==> src/rtl/recv_reg_axis.sv <==
// Two-wire LED bus receiver: oversamples serial clock/data, emits 32-bit words on AXIS.
// Optional macro RECV_TIMEOUT_EN discards a partial word after TIMEOUT_CYCLES idle cycles.
module recv_reg_axis #(
    parameter int WORD_BITS      = 32,
    parameter int SYNC_STAGES    = 2,
    parameter int TIMEOUT_CYCLES = 1024
) (
    input  logic                 i_clk,
    input  logic                 i_reset,
    input  logic                 i_led_clk,
    input  logic                 i_led_data,
    output logic [WORD_BITS-1:0] m_axis_data,
    output logic                 m_axis_tvalid,
    input  logic                 m_axis_tready,
    output logic                 o_overrun,
    output logic                 o_busy
);

    localparam int CW = $clog2(WORD_BITS);

    logic [SYNC_STAGES-1:0] clk_sync;
    logic [SYNC_STAGES-1:0] data_sync;
    logic [SYNC_STAGES-1:0] fill;
    logic                   sync_clk;
    logic                   sync_data;
    logic                   prev_clk;
    logic                   armed;
    logic                   rise;
    logic                   timeout;
    logic [WORD_BITS-1:0]   shift;
    logic [CW-1:0]          cnt;
    logic                   done;

    assign sync_clk  = clk_sync[SYNC_STAGES-1];
    assign sync_data = data_sync[SYNC_STAGES-1];
    assign rise      = sync_clk & ~prev_clk & armed;
    assign o_busy    = (cnt != '0);

    // Equal-depth synchronizers; fill marks which stages hold real pin samples
    always_ff @(posedge i_clk) begin
        if (i_reset) begin
            clk_sync  <= '0;
            data_sync <= '0;
            fill      <= '0;
        end else begin
            clk_sync  <= {clk_sync[SYNC_STAGES-2:0], i_led_clk};
            data_sync <= {data_sync[SYNC_STAGES-2:0], i_led_data};
            fill      <= {fill[SYNC_STAGES-2:0], 1'b1};
        end
    end

    // Edge history; arm only once a genuine low level has been observed
    always_ff @(posedge i_clk) begin
        if (i_reset) begin
            prev_clk <= 1'b0;
            armed    <= 1'b0;
        end else begin
            prev_clk <= sync_clk;
            if (fill[SYNC_STAGES-1] && !sync_clk)
                armed <= 1'b1;
        end
    end

`ifdef RECV_TIMEOUT_EN
    localparam int TW = $clog2(TIMEOUT_CYCLES + 1);

    logic [TW-1:0] idle_cnt;

    assign timeout = o_busy && (idle_cnt == TW'(TIMEOUT_CYCLES - 1));

    // Count idle cycles while a partial word is held
    always_ff @(posedge i_clk) begin
        if (i_reset || rise || !o_busy)
            idle_cnt <= '0;
        else
            idle_cnt <= idle_cnt + TW'(1);
    end
`else
    assign timeout = 1'b0;
`endif

    // Shift in one bit per rise; flag the word complete on the last bit
    always_ff @(posedge i_clk) begin
        if (i_reset) begin
            shift <= '0;
            cnt   <= '0;
            done  <= 1'b0;
        end else begin
            done <= 1'b0;
            if (rise) begin
                if (timeout) begin
                    shift <= {{(WORD_BITS-1){1'b0}}, sync_data};
                    cnt   <= CW'(1);
                end else begin
                    shift <= {shift[WORD_BITS-2:0], sync_data};
                    if (cnt == CW'(WORD_BITS - 1)) begin
                        cnt  <= '0;
                        done <= 1'b1;
                    end else begin
                        cnt <= cnt + CW'(1);
                    end
                end
            end else if (timeout) begin
                shift <= '0;
                cnt   <= '0;
            end
        end
    end

    // Single-entry output holder; a word arriving while stalled is dropped
    always_ff @(posedge i_clk) begin
        if (i_reset) begin
            m_axis_data   <= '0;
            m_axis_tvalid <= 1'b0;
            o_overrun     <= 1'b0;
        end else begin
            o_overrun <= 1'b0;
            if (done) begin
                if (!m_axis_tvalid || m_axis_tready) begin
                    m_axis_data   <= shift;
                    m_axis_tvalid <= 1'b1;
                end else begin
                    o_overrun <= 1'b1;
                end
            end else if (m_axis_tvalid && m_axis_tready) begin
                m_axis_tvalid <= 1'b0;
            end
        end
    end

endmodule

==> config.mk <==
export PLATFORM = sky130hd
export DESIGN_NAME = recv_reg_axis
export DESIGN_NICKNAME = d
export VERILOG_FILES = /design/src/rtl/recv_reg_axis.sv
export SDC_FILE = /design/constraint.sdc
export NUM_CORES = 1
export LEC_CHECK = 0
export BUFFER_PORTS_ARGS = -buffer_cell sky130_fd_sc_hd__buf_2
export CORE_MARGIN = 3
export CORE_UTILIZATION = 40
export DETAILED_ROUTE_END_ITERATION = 6
export PLACE_DENSITY = 0.64
export REMOVE_ABC_BUFFERS = 1
export SLEW_MARGIN = 5
export SYNTH_ARGS = -nofsm -noshare
export SYNTH_HDL_FRONTEND = slang
export SYNTH_SLANG_ARGS = --single-unit
==> constraint.sdc <==
create_clock -name i_clk -period 2 [get_ports i_clk]
set_clock_uncertainty 0.2 [all_clocks]
set_input_delay 0.3 -clock i_clk [delete_from_list [all_inputs] [get_ports i_clk]]
set_output_delay 0.3 -clock i_clk [all_outputs]
set_load 0.01 [all_outputs]
==> Implementation_results.wiki <==
{| class="wikitable"
! Metric !! Value
|-
| CTS tree || done
|-
| Clock transition time at the flip-flop clock pins of the worst setup and hold paths || 70 ps
|-
| FF-to-FF Start || cnt[0]
|-
| Number of clock buffers inserted by TritonCTS || 9
|-
| Power density over the cells || 789 nW/um2
|-
| Die Height || 90.7 um
|-
| Finished Cell Area || 3350 um2
|-
| Number of iterations in the first detailed-routing pass || 4
|-
| Worst hold path startpoint || i_reset
|-
| GR peak layer || met2
|-
| Startpoint Class || flop
|-
| Maximum count of clock buffers along a single path || 2
|-
| Number of DRC violations after detailed-routing iteration 0 || 189
|-
| Post-Syn Instances || 346
|-
| Placed cell area || 3140 um2
|-
| GPL Wtd Cong || 0.672
|-
| Worst slack, placed || 65.3 ps
|-
| Min Clock Period, post-route || 1960 ps
|-
| Area share of the largest cell type after synthesis || 55.8%
|-
| Initial antenna violation count || 0
|-
| Distinct cells, synth || 21
|-
| # Max-Cap Violations || 0
|-
| Number of levels in the clock H-tree || 3
|-
| Result of the run || finished clean
|-
| Pin count of the biggest net entering global routing || 68
|-
| Met2 routing resource usage after global routing || 24.3%
|-
| Met1 demand-to-capacity share in global routing || 17.2%
|-
| Std-Cell Core Area || 6870 um2
|-
| IR drop worst, VDD || 0.382 mV
|-
| Max_slew headroom || 76.4%
|-
| Total routed wirelength || 5.79 mm
|-
| Diodes inserted || 0
|-
| Crit Path Category || flop to primary output
|-
| Average cell area after synthesis || 8.30 um2
|-
| Data required time of the worst path || 1500 ps
|-
| Count of filler cells inserted in the layout || 694
|-
| Clk root buf || sky130_fd_sc_hd__clkbuf_8
|-
| Later-pin clock latency in the skew report || 340 ps
|-
| Dominant cell type by area after synthesis || sky130_fd_sc_hd__dfxtp_1
|-
| Layout cell share with drive strength beyond 1 || 17.7%
|-
| Die span in x || 90.7 um
|-
| Fmax || 511 MHz
|-
| Maximum fanout along the worst path || 6
|-
| Sum of net half-perimeters after detailed placement || 3.40 mm
|-
| Worst hold-check path type || primary input to flop
|-
| Total power || 0.00264 W
|-
| Via density per instance || 5.04
|-
| #FFs+latches synth || 80
|-
| Endpoint type of the worst setup path || primary output
|-
| Met3 global-route usage || 3.42%
|-
| Number of failing hold endpoints at the final stage || 0
|-
| Leak pwr || 1.21 nW
|-
| Global-route total usage across every layer || 14.6%
|-
| Final max-slew violation count || 0
|-
| Area Overhead vs Synth || 16.8%
|-
| Total number of vias || 2392
|-
| Standard-cell rows || 30
|-
| Net count, final || 384
|-
| Via count of the first global-routing pass || 2283
|-
| Sink count of the clock tree || 80
|-
| Avg WL per Cell || 12.2 um
|-
| Number of remaining DRC errors || 0
|-
| Endpoint arrival time on the critical path || 1460 ps
|-
| Initial core utilization || 41.8%
|-
| Number of top-level pins || 40
|-
| Post-route worst setup slack || 44.3 ps
|-
| Number of endpoints failing setup at the final stage || 0
|-
| Setup repair after global routing missed its margin || yes
|-
| Final ANT Viol Nets || 0
|-
| Final standard cell utilization of the core || 48.8%
|-
| Die outline area || 8230 um2
|-
| Number of I/O port buffers || 39
|-
| Final critical-path share of the clock period || 97.8%
|-
| Cell area after synthesis || 2870 um2
|-
| First-pass GRT wire length || 9.88 mm
|-
| Post-synthesis sequential area ratio || 55.8%
|-
| Number of warnings issued by yosys || 0
|-
| Residual overflow from global routing || 0
|-
| Leading post-synthesis cells by cell area || sky130_fd_sc_hd__dfxtp_1 (56%), sky130_fd_sc_hd__a21oi_1 (12%), sky130_fd_sc_hd__nand2_1 (9.0%)
|-
| First element of the critical path || cnt[0]
|-
| Transition time of the tightest slew-check pin || 354 ps
|}
## registers in the layout, indices dropped and copies added (netlist names)
signal,flops
armed,1
clk_sync,2
cnt,5
data_sync,2
done,1
fill,2
m_axis_data,32
m_axis_tvalid,1
o_overrun,1
prev_clk,1
shift,32
## per-stage QoR
stage                     TNS [ps]  instances  hold WS, ps
after floorplan               -196        315          167
after global placement           0        458          220
after detailed placement         0        458          225
after CTS                        0        474         70.6
after global routing         -9.50        475         94.1
final                            0        475         83.2
## final cells by class
class / instances / area, um2 / share of cell area (%)
sequential: 80 / 1610 / 47.9
multi-input combinational: 230 / 1140 / 33.9
timing repair buffer: 50 / 314 / 9.37
clock buffer: 13 / 149 / 4.44
tap: 96 / 120 / 3.58
inverter: 5 / 21.3 / 0.634
clock inverter: 1 / 5.00 / 0.149
## power breakdown
part	switching [W]	internal [W]	leakage, nW
Sequential	0.00000339	0.00160	0.647
Combinational	0.0000360	0.0000178	0.488
Clock	0.000518	0.000471	0.0794
## layer usage
layer  share of wire (%)  wire length, um  vias to the layer above
li1                    -                -                     1225
met1                  48             2760                     1110
met2                  47             2690                       47
met3                 3.7              214                       10
met4                 2.0              116                        0
met5                   0                0                        -
## worst paths after layout
check	endpoint	slack (ps)	cells after the start
worst max register to register	cnt[3]	90	5
worst min register to register	data_sync[1]	240	1
worst min-delay path	fill[0]	80	2
worst max-delay path	o_busy	40	4
## cells in the final DEF, fill, tap and decap left out
cell,Yosys,routed
sky130_fd_sc_hd__buf_4,0,7
sky130_fd_sc_hd__o21ai_0,34,34
sky130_fd_sc_hd__clkinv_2,0,1
sky130_fd_sc_hd__or4_1,1,1
sky130_fd_sc_hd__nand3_1,33,33
sky130_fd_sc_hd__ha_2,0,1
sky130_fd_sc_hd__inv_2,0,1
sky130_fd_sc_hd__buf_12,0,2
sky130_fd_sc_hd__or4b_4,0,1
sky130_fd_sc_hd__nor2_1,3,3
sky130_fd_sc_hd__and3_1,2,2
sky130_fd_sc_hd__nand2_1,69,69
sky130_fd_sc_hd__nor2b_1,6,5
sky130_fd_sc_hd__buf_2,14,38
sky130_fd_sc_hd__or4b_1,1,1
sky130_fd_sc_hd__ha_1,3,1
sky130_fd_sc_hd__dfxtp_4,0,1
sky130_fd_sc_hd__buf_6,0,1
sky130_fd_sc_hd__nand2b_1,1,1
sky130_fd_sc_hd__dlygate4sd3_1,0,2
sky130_fd_sc_hd__nor3_1,1,1
sky130_fd_sc_hd__dfxtp_1,80,78
sky130_fd_sc_hd__nand3b_1,1,1
sky130_fd_sc_hd__dfxtp_2,0,1
sky130_fd_sc_hd__ha_4,0,1
sky130_fd_sc_hd__inv_1,5,3
sky130_fd_sc_hd__inv_4,0,1
sky130_fd_sc_hd__or3_1,1,1
sky130_fd_sc_hd__clkbuf_8,0,10
sky130_fd_sc_hd__a21oi_1,71,71
sky130_fd_sc_hd__clkbuf_1,17,3
sky130_fd_sc_hd__a31oi_1,1,1
sky130_fd_sc_hd__nor2b_2,0,1
sky130_fd_sc_hd__and3b_1,1,1
## Yosys cell counts (all sizes together)
library cell   n
dfxtp         80
a21oi         71
nand2         69
o21ai         34
nand3         33
clkbuf        17
buf           14
nor2b          6
inv            5
ha             3
nor2           3
and3           2
or4b           2
a31oi          1
and3b          1
nand2b         1
nand3b         1
nor3           1
or3            1
or4            1
## worst max-delay path, cell delays in order, from the launching register on
cell and delay, ps:
sky130_fd_sc_hd__dfxtp_4 370, sky130_fd_sc_hd__inv_4 50, sky130_fd_sc_hd__ha_4 100, sky130_fd_sc_hd__or4b_4 460
sky130_fd_sc_hd__buf_6 140
## logic make-up after synthesis
family | Yosys count | share of synthesized area, %
AND/OR/NAND/NOR | 121 | 19.1
AO/OA/AOI/OAI | 106 | 18.5
flip-flops | 80 | 55.8
buffers and inverters | 36 | 5.32
adder cells (fa/ha/maj) | 3 | 1.31
## repair_timing
action / CTS / global route
buffers inserted: 0 / 1
hold endpoints to repair: 2 / 0
hold buffers: 2 / 0
endpoints found under the setup margin: 1 / 3
pin swaps: 0 / 1
resized for setup: 5 / 6
No activity file was read; power rests on OpenSTA's default activity.
